## config.mk

```make
export PLATFORM = sky130hd
export DESIGN_NAME = spart_tx_arbiter
export DESIGN_NICKNAME = d
export VERILOG_FILES = /design/src/rtl/spart_pkg.sv /design/src/rtl/rr_arb2.sv /design/src/rtl/spart_tx_arbiter.sv
export SDC_FILE = /design/constraint.sdc
export NUM_CORES = 1
export LEC_CHECK = 0
export BUFFER_PORTS_ARGS = -buffer_cell sky130_fd_sc_hd__buf_2
export CAP_MARGIN = 5
export CORE_MARGIN = 4
export CORE_UTILIZATION = 49
export CTS_CLUSTER_SIZE = 14
export DETAILED_ROUTE_END_ITERATION = 12
export GPL_TIMING_DRIVEN = 0
export PLACE_DENSITY = 0.91
export SYNTH_ARGS = -nofsm -noshare
export SYNTH_HDL_FRONTEND = slang
export SYNTH_HIERARCHICAL = 1
export SYNTH_SLANG_ARGS = --single-unit
```

## constraint.sdc

```tcl
create_clock -name clk -period 2.82 [get_ports clk]
set_input_delay 0.141 -clock clk [delete_from_list [all_inputs] [get_ports clk]]
set_output_delay 0.141 -clock clk [all_outputs]
set_load 0.02 [all_outputs]
```

## src/rtl/spart_pkg.sv

```systemverilog
`default_nettype none
// ============================================================================
// Module   : spart_pkg
// Purpose  : Shared types and constants for the SPART transmit arbiter:
//            transmit FSM state encoding, SPART register addresses and the
//            default acknowledge timeout.
// Ports    : none (package)
// Revision : 1.0  initial release
// ============================================================================
package spart_pkg;

  typedef enum logic [1:0] {
    ST_IDLE      = 2'd0,
    ST_STROBE    = 2'd1,
    ST_WAIT_ACK  = 2'd2,
    ST_WAIT_DONE = 2'd3
  } tx_state_e;

  localparam logic [1:0] SPART_ADDR_TX     = 2'b00;
  localparam logic [1:0] SPART_ADDR_STATUS = 2'b01;
  localparam logic [1:0] SPART_ADDR_DB_LO  = 2'b10;
  localparam logic [1:0] SPART_ADDR_DB_HI  = 2'b11;

  localparam int DEFAULT_ACK_TIMEOUT = 8;

endpackage : spart_pkg
`default_nettype wire

```

## src/rtl/rr_arb2.sv

```systemverilog
`default_nettype none
// ============================================================================
// Module   : rr_arb2
// Purpose  : Two-requester round-robin arbiter with grant lock. While locked
//            only the owner may be granted; otherwise a lone requester wins
//            and simultaneous requests are resolved by the rr pointer.
// Ports    : clk, rst        - clock, synchronous active-high reset
//            en_i            - arbitration allowed this cycle
//            req_i[1:0]      - request vector
//            lock_i, owner_i - grant held for owner_i
//            adv_i           - move pointer away from adv_from_i
//            gnt_o[1:0]      - one-hot grant (zero when nothing accepted)
//            gnt_id_o        - index selected by the arbitration rule
// Revision : 1.0  initial release
// ============================================================================
module rr_arb2 (
  input  logic       clk,
  input  logic       rst,
  input  logic       en_i,
  input  logic [1:0] req_i,
  input  logic       lock_i,
  input  logic       owner_i,
  input  logic       adv_i,
  input  logic       adv_from_i,
  output logic [1:0] gnt_o,
  output logic       gnt_id_o
);

  logic ptr_q;
  logic ptr_d;
  logic w_id;

  always_comb begin
    w_id = ptr_q;
    if (lock_i) begin
      w_id = owner_i;
    end else if (req_i == 2'b01) begin
      w_id = 1'b0;
    end else if (req_i == 2'b10) begin
      w_id = 1'b1;
    end
    gnt_o = 2'b00;
    if (en_i && req_i[w_id]) begin
      gnt_o[w_id] = 1'b1;
    end
    gnt_id_o = w_id;
    // Pointer always favours the requester that did not just finish.
    ptr_d = adv_i ? ~adv_from_i : ptr_q;
  end

  always_ff @(posedge clk) begin
    if (rst) begin
      ptr_q <= 1'b0;
    end else begin
      ptr_q <= ptr_d;
    end
  end

endmodule : rr_arb2
`default_nettype wire

```

## src/rtl/spart_tx_arbiter.sv

```systemverilog
`default_nettype none
// ============================================================================
// Module   : spart_tx_arbiter
// Purpose  : Shares the SPART transmitter between two byte-stream requesters.
//            Grants round-robin, holds the grant for a whole packet, issues
//            the transmit-buffer write strobe and follows tbr until the byte
//            has left the shifter. A missing tbr acknowledge raises err.
// Ports    : clk, rst                      - clock, sync active-high reset
//            reqN_valid/data/last/ready    - requester byte streams
//            tbr                           - SPART transmit buffer ready
//            iocs/iorw/ioaddr/databus      - SPART bus write cycle
//            grant_id, locked              - arbitration status
//            err, err_clr                  - sticky ack-timeout flag
//            bytes_sent                    - completed byte count (wraps)
// Revision : 1.0  initial release
// ============================================================================
module spart_tx_arbiter
  import spart_pkg::*;
#(
  parameter int         ACK_TIMEOUT = DEFAULT_ACK_TIMEOUT,
  parameter logic [1:0] TX_ADDR     = SPART_ADDR_TX,
  parameter int         CNT_W       = 16
) (
  input  logic             clk,
  input  logic             rst,
  input  logic             req0_valid,
  input  logic [7:0]       req0_data,
  input  logic             req0_last,
  output logic             req0_ready,
  input  logic             req1_valid,
  input  logic [7:0]       req1_data,
  input  logic             req1_last,
  output logic             req1_ready,
  input  logic             tbr,
  output logic             iocs,
  output logic             iorw,
  output logic [1:0]       ioaddr,
  output logic [7:0]       databus,
  output logic             grant_id,
  output logic             locked,
  output logic             err,
  input  logic             err_clr,
  output logic [CNT_W-1:0] bytes_sent
);

  localparam int TO_W = (ACK_TIMEOUT > 2) ? $clog2(ACK_TIMEOUT) : 1;

  tx_state_e        state_q;
  logic             iocs_q;
  logic             iorw_q;
  logic [7:0]       data_q;
  logic             last_q;
  logic             grant_q;
  logic             locked_q;
  logic             err_q;
  logic [TO_W-1:0]  to_cnt_q;
  logic [CNT_W-1:0] bytes_q;

  logic [1:0] w_gnt;
  logic       w_gnt_id;
  logic       w_en;
  logic       w_timeout;
  logic       w_done;
  logic       w_adv;
  logic [7:0] w_data;
  logic       w_last;

  // Accepting only while tbr=1 guarantees the strobe never hits a full buffer.
  assign w_en      = (state_q == ST_IDLE) && tbr && !rst;
  assign w_timeout = (state_q == ST_WAIT_ACK) && tbr &&
                     (to_cnt_q == TO_W'(ACK_TIMEOUT - 1));
  assign w_done    = (state_q == ST_WAIT_DONE) && tbr;
  assign w_adv     = w_timeout || (w_done && last_q);
  assign w_data    = w_gnt_id ? req1_data : req0_data;
  assign w_last    = w_gnt_id ? req1_last : req0_last;

  rr_arb2 u_arb (
    .clk        (clk),
    .rst        (rst),
    .en_i       (w_en),
    .req_i      ({req1_valid, req0_valid}),
    .lock_i     (locked_q),
    .owner_i    (grant_q),
    .adv_i      (w_adv),
    .adv_from_i (grant_q),
    .gnt_o      (w_gnt),
    .gnt_id_o   (w_gnt_id)
  );

  always_ff @(posedge clk) begin
    if (rst) begin
      state_q  <= ST_IDLE;
      iocs_q   <= 1'b0;
      iorw_q   <= 1'b1;
      data_q   <= 8'h00;
      last_q   <= 1'b0;
      grant_q  <= 1'b0;
      locked_q <= 1'b0;
      err_q    <= 1'b0;
      to_cnt_q <= '0;
      bytes_q  <= '0;
    end else begin
      case (state_q)
        ST_IDLE: begin
          if (|w_gnt) begin
            data_q   <= w_data;
            last_q   <= w_last;
            grant_q  <= w_gnt_id;
            locked_q <= 1'b1;
            iocs_q   <= 1'b1;
            iorw_q   <= 1'b0;
            state_q  <= ST_STROBE;
          end
        end
        ST_STROBE: begin
          iocs_q   <= 1'b0;
          iorw_q   <= 1'b1;
          to_cnt_q <= '0;
          state_q  <= ST_WAIT_ACK;
        end
        ST_WAIT_ACK: begin
          if (!tbr) begin
            state_q <= ST_WAIT_DONE;
          end else if (w_timeout) begin
            // Byte is abandoned and the packet lock released.
            locked_q <= 1'b0;
            state_q  <= ST_IDLE;
          end else begin
            to_cnt_q <= to_cnt_q + TO_W'(1);
          end
        end
        ST_WAIT_DONE: begin
          if (tbr) begin
            bytes_q <= bytes_q + CNT_W'(1);
            if (last_q) begin
              locked_q <= 1'b0;
            end
            state_q <= ST_IDLE;
          end
        end
        default: state_q <= ST_IDLE;
      endcase

      // A timeout in the same cycle as err_clr keeps the flag set.
      if (w_timeout) begin
        err_q <= 1'b1;
      end else if (err_clr) begin
        err_q <= 1'b0;
      end
    end
  end

  assign req0_ready = w_gnt[0];
  assign req1_ready = w_gnt[1];
  assign iocs       = iocs_q;
  assign iorw       = iorw_q;
  assign ioaddr     = TX_ADDR;
  assign databus    = data_q;
  assign grant_id   = grant_q;
  assign locked     = locked_q;
  assign err        = err_q;
  assign bytes_sent = bytes_q;

endmodule : spart_tx_arbiter
`default_nettype wire

```

==> results.cfg, run 1 <==
[global_route]
grt_overflow = 0
antenna_found_initial = 0
grt_util_all_layers = 0.178
grt_pass1_vias = 1442
grt_pass1_wl_um = 6000
grt_max_degree = 13

[power_and_ir_drop]
combPwrFrac = 0.126
finalPower_uw = 1030
seq_power_share = 0.521
swShare = 0.261
power_density_nw_per_um2 = 500
switchingPower_uw = 270
clkPwrFrac = 0.353
ir_drop_mv = 0.318
p_leak_uw = 0.000889
p_int_uw = 763

[job]
drv_cap = 0

[detailed_routing]
drc = 0
post_drt_wl_per_cell_um = 12.2
first_pass_iters = 4
postRouteAntennaNets = 0
routed.top_layer = met4
wl_met1_um = 1570
wl_met3_um = 296
vias = 1574
viasPerCell = 5.26
wl_met2_um = 1710
detail_route.wirelength_um = 3650
drtIter0Drc = 65

[die]
pin_count = 57
dieArea_um2 = 4340
core_area_um2 = 3130
initial_core_util = 0.524
fp.dieW_um = 65.9
die_height_um = 65.9
rows = 20

[sta]
setup_tns_ps = 0
finClkSkew_ps = 16.0
max_slew.worst_pin.slew_ps = 638
maxSlewViolCount = 0
finalCriticalPeriod_ps = 2450
slew_headroom = 0.575
setup_violations = 0
grt_setup_unrepaired = false
fmax_ghz = 0.409
fin_crit_sh = 0.867
hold_violations = 0

[synthesis]
syn_area_per_cell_um2 = 8.59
synth_area_leaders = dfxtp_1 44%, mux2i_1 6.1%, nor2_1 5.9%, a21oi_1 4.9%, a211oi_1 4.6%
async_flop_share = 0
syn_area_um2 = 1640
synth_cells = 191
yosysWarnings = 6
synth_edf_count = 0
synthFlopType = dfxtp_1
yosys.area.top_type = dfxtp_1
yosysTopAreaCellShare = 0.439
synth.distinct_cells = 36
ys_seq_area_frac = 0.439
synth_seq_cells = 36

[placed_design]
place_hpwl_um = 2790
port_buffers = 54
gp_congestion = 0.786

[clock_network]
cts-buffers-inserted = 5
root_buffer = clkbuf_4
cts_max_path_buffers = 2
ctsHtreeMaxLevel = 2
cts_tree = built
clk_pin_slew_worst_paths_ps = 120
worstSkewPairLatency_ps = 340
clock_sinks = 36

[min_path]
min_path_type = in -> reg
min_path_cells = 4

[setup_path]
startpoint_type = primary input
crit_arrival_ps = 2710
critPathRequiredTime_ps = 3090
reg2reg_slack_ps = 520
worst-path-max-fanout = 10
crit_type = in -> reg
slowest_stage = dlygate4sd3_1
end_kind = flip-flop
reg2reg_depth = 9
cpPeakStageDelay_ps = 540
crit_chain = dlygate4sd3_1 -> buf_2 -> clkbuf_1 -> nor4_1 -> nand3_1 -> a31oi_1 -> nor2_1 -> nor3_2 -> clkbuf_1 -> nor2_1 -> a211oi_1

[cells_and_area]
antenna_cells = 0
area_growth_syn_to_layout_pct = 25.9
layout-drive-gt1-share = 0.275
nFillCells = 267
final_nets = 281

[run_status]
outcome = finished clean
## metrics by stage
step / worst slack, ps / std cells / util / area (um^2) / hold WS [ps]
2_1_floorplan: 514 / 192 / - / 1640 / 219
3_3_place_gp: 444 / 290 / 0.630 / 1970 / 320
3_5_place_dp: 398 / 290 / 0.630 / 1970 / 337
4_1_cts: 262 / 299 / 0.658 / 2060 / 85.7
5_1_grt: 125 / 299 / 0.660 / 2060 / 97.0
6_report: 374 / 299 / 0.660 / 2060 / 88.4
## registers in the layout, summed over array words and instances, names as in the netlist, 2 cells and up
name	flops
databus	8
to_cnt_q	3
state_q	2
bytes_sent	16
## cell usage after synthesis (2+ instances only)
cell      instances
a211oi_1         10
a21oi_1          16
and3_1            3
and4_1            2
buf_1             3
buf_2             2
buf_4             2
clkbuf_1          4
dfxtp_1          36
ha_1              3
inv_1             5
mux2i_1          10
nand2_1          12
nand2b_1          4
nand3_1           8
nand4_1           5
nor2_1           26
nor3_1            3
o21ai_0           5
o31ai_1           4
or3_1             3
or4_1             4
xnor2_1           3
xor2_1            6
## cell type report
type / instances / area [um^2] / area share
Sequential cell: 36 / 721 / 0.349
Clock inverter: 3 / 42.5 / 0.0206
Clock buffer: 5 / 37.5 / 0.0182
Buffer: 12 / 62.6 / 0.0303
Tap cell: 44 / 55.1 / 0.0267
Inverter: 5 / 18.8 / 0.00909
Timing Repair Buffer: 55 / 280 / 0.136
Multi-Input combinational cell: 139 / 847 / 0.410
## worst paths after layout
check,startpoint,endpoint
worst min register to register,to_cnt_q[1]$_SDFFE_PP0P_,to_cnt_q[1]$_SDFFE_PP0P_
worst max register to register,state_q[0]$_SDFFE_PP0P_,databus[1]$_SDFFE_PP0P_
worst min-delay path,err_clr,err$_SDFFE_PP0P_
worst max-delay path,rst,databus[1]$_SDFFE_PP0P_
## routing by layer
layer,GRT usage,up-vias
met3,0.0680,9
li1,-,795
met4,0.0751,0
met5,0,-
met1,0.201,704
met2,0.298,66
## cells in the final DEF, fill, tap and decap left out, types with 2 or more instances in the layout
cell	synthesis	final
a211oi_1	10	10
a21oi_1	16	16
and3_1	3	3
and4_1	2	2
buf_1	3	3
buf_2	2	56
buf_4	2	2
clkbuf_1	4	4
clkbuf_4	0	5
conb_1	1	2
dfxtp_1	36	36
ha_1	3	3
inv_1	5	5
mux2i_1	10	10
nand2_1	12	12
nand2b_1	4	4
nand3_1	8	8
nand4_1	5	5
nor2_1	26	26
nor3_1	3	2
o21ai_0	5	5
o31ai_1	4	4
or3_1	3	3
or4_1	4	4
xnor2_1	3	3
xor2_1	6	6
## critical path: cells and delay by family
kind / cells / cell delay [ps]
AND/OR/NAND/NOR: 5 / 880
buffers and inverters: 4 / 1260
AO/OA/AOI/OAI: 2 / 420
## kinds of logic (layout without fill, tap and decap cells)
group | count (synthesis) | count (layout) | synth area share
other cells | 1 | 2 | 0.00229
xor+xnor | 9 | 9 | 0.0481
flops | 36 | 36 | 0.439
compound gates | 38 | 38 | 0.140
buf+inv | 17 | 80 | 0.0496
simple gates | 77 | 77 | 0.237
fa+ha+maj | 3 | 3 | 0.0229
mux | 10 | 10 | 0.0610
## what timing repair did
item	in CTS	in global routing
setup endpoints to repair	0	5
resized for setup	0	1
hold buffers	1	0
buffers inserted	0	0
endpoints found under the hold margin	1	0
## power by group through the flow
stage	logic [uW]	clock network [uW]	registers, uW
after global routing	144	393	540
final	130	365	538
after CTS	130	369	538
after detailed placement	128	0	549
after global placement	124	0	549
after floorplan	65.9	0	565
No activity file was read; power rests on OpenSTA's default activity.
==> run 2, diff against run 1 <==
--- a/config.mk
+++ b/config.mk
@@ -8,11 +8,12 @@
 export BUFFER_PORTS_ARGS = -buffer_cell sky130_fd_sc_hd__buf_2
 export CAP_MARGIN = 5
 export CORE_MARGIN = 4
-export CORE_UTILIZATION = 49
+export CORE_UTILIZATION = 53
 export CTS_CLUSTER_SIZE = 14
 export DETAILED_ROUTE_END_ITERATION = 12
 export GPL_TIMING_DRIVEN = 0
-export PLACE_DENSITY = 0.91
+export PLACE_DENSITY = 0.95
+export REMOVE_ABC_BUFFERS = 1
 export SYNTH_ARGS = -nofsm -noshare
 export SYNTH_HDL_FRONTEND = slang
 export SYNTH_HIERARCHICAL = 1
==> constraint.sdc (replaced) <==
create_clock -name clk -period 2.9 [get_ports clk]
set_input_delay 0.145 -clock clk [delete_from_list [all_inputs] [get_ports clk]]
set_output_delay 0.145 -clock clk [all_outputs]
set_load 0.02 [all_outputs]
==> run 2 against run 1 <==
Count of clock-buffer cells in the layout up 1. Register-to-register slack better by 130 ps. Clock power down 33%. Final cell count down 8.4%. Die area down 6.7%. First-iteration DRC count down 15%. Sequential cell count unchanged. Wire length up 3.4%. Non-clock buffer count down 11. Sequential share of layout area up 1.8 points. Utilization up 2.7 points. Final area down 5.0%. Critical path type is now reg -> reg. Largest cell class unchanged.
==> results.cfg, run 2 (synthesized netlist as in run 1, its figures left out) <==
[run_status]
outcome = finished clean

[setup_path]
crit_type = reg -> reg
worst-path-max-fanout = 18
critPathRequiredTime_ps = 3150
crit_arrival_ps = 2500
end_kind = flip-flop
startpoint_type = flip-flop

[detailed_routing]
postRouteAntennaNets = 0
drtIter0Drc = 55
detail_route.wirelength_um = 3780
vias = 1550
post_drt_wl_per_cell_um = 13.8
first_pass_iters = 4
drc = 0
viasPerCell = 5.66

[clock_network]
ctsHtreeMaxLevel = 2
clk_pin_slew_worst_paths_ps = 100
clock_sinks = 36
cts-buffers-inserted = 5
cts_max_path_buffers = 2
cts_resized = 0
cts_tree = built
postCtsSetupRepairBufs = 0
holdBufCountCts = 0
worstSkewPairLatency_ps = 350
root_buffer = clkbuf_4

[cells_and_area]
final_common_cell = buf_2
largest_reg_flops = 16
final_nets = 270
antenna_cells = 0
mostFrequentLayoutCells = 54 x buf_2, 36 x dfxtp_1, 26 x nor2_1
layout-drive-gt1-share = 0.267
area_growth_syn_to_layout_pct = 19.5

[global_route]
grt_pass1_wl_um = 6430
grt_pass1_vias = 1415
grt_max_degree = 38
antenna_found_initial = 0
grt_overflow = 0
grt_util_all_layers = 0.200

[die]
pin_count = 57
die_height_um = 63.6
initial_core_util = 0.575
core_area_um2 = 2850
fp.dieW_um = 63.6
dieArea_um2 = 4050
rows = 19

[placed_design]
place_hpwl_um = 2810
gp_congestion = 0.783
pre_cts_ws_ps = 705
port_buffers = 54

[sta]
setup_ws_ps = 647
setup_violations = 0
slew_headroom = 0.572
maxSlewViolCount = 0
grt_setup_unrepaired = false
setup_tns_ps = 0
finClkSkew_ps = 11.4
hold_violations = 0
max_slew.worst_pin.slew_ps = 641
fin_crit_sh = 0.777
finalCriticalPeriod_ps = 2250
fmax_ghz = 0.444

[min_path]
min_path_type = in -> reg

[power_and_ir_drop]
power_density_nw_per_um2 = 456
ir_drop_mv = 0.304
p_leak_uw = 0.000847
finalPower_uw = 894

[job]
drv_cap = 0
[run 2: changes by cell type in the layout (fill, tap and decap cells not counted)]
cell,delta
clkbuf_1,-3
bufinv_16,-1
dlygate4sd3_1,-1
buf_2,-2
o21ai_1,+1
clkinvlp_4,-1
buf_4,-1
buf_1,-3
o21ai_0,-1
[run 2: per-layer routing]
metal | vias to the layer above | GRT usage | routed length, um
met5 | - | 0 | 0
met4 | 0 | 0.108 | 108
met3 | 11 | 0.0444 | 167
met2 | 38 | 0.336 | 1960
met1 | 725 | 0.233 | 1540
li1 | 776 | - | -
[run 2: power by group]
group	switching, uW	internal, uW	leakage [uW]
clock network	157	89.2	0.0000281
registers	12.8	511	0.000292
logic	75.2	48.5	0.000528
total	245	649	0.000847
[run 2: final cells by class]
class | instances | area (um^2)
Fill cell | 230 | 892
Multi-Input combinational cell | 139 | 847
Sequential cell | 36 | 721
Timing Repair Buffer | 56 | 289
Clock buffer | 6 | 41.3
Tap cell | 31 | 38.8
Inverter | 5 | 18.8
Clock inverter | 1 | 5.00
[run 2: worst max-delay path, stage by stage (launching register included)]
cell and delay (ps):
dfxtp_1 420, nor4_1 430, nand3_1 140, a31oi_1 190, nor2_1 80, nor3_2 360
buf_6 240, nor2_1 60, a211oi_1 230
[run 2: worst paths after layout]
kind	start	endpoint	slack [ps]	depth (start not counted)
worst max-delay path	state_q[0]$_SDFFE_PP0P_	databus[6]$_SDFFE_PP0P_	650	8
worst min-delay path	err_clr	err$_SDFFE_PP0P_	90	4
worst min register to register	bytes_sent[15]$_SDFFE_PP0N_	bytes_sent[15]$_SDFFE_PP0N_	480	2
worst max register to register	state_q[0]$_SDFFE_PP0P_	databus[6]$_SDFFE_PP0P_	650	8
[run 2: per-stage QoR]
step           std cells  hold WS, ps  instance area (um^2)  utilization
4_1_cts              274         88.9                  1960        0.687
3_3_place_gp         265          440                  1890        0.663
3_5_place_dp         267          445                  1910        0.671
6_report             274         85.0                  1960        0.687
2_1_floorplan        180          214                  1580            -
5_1_grt              274          113                  1960        0.687
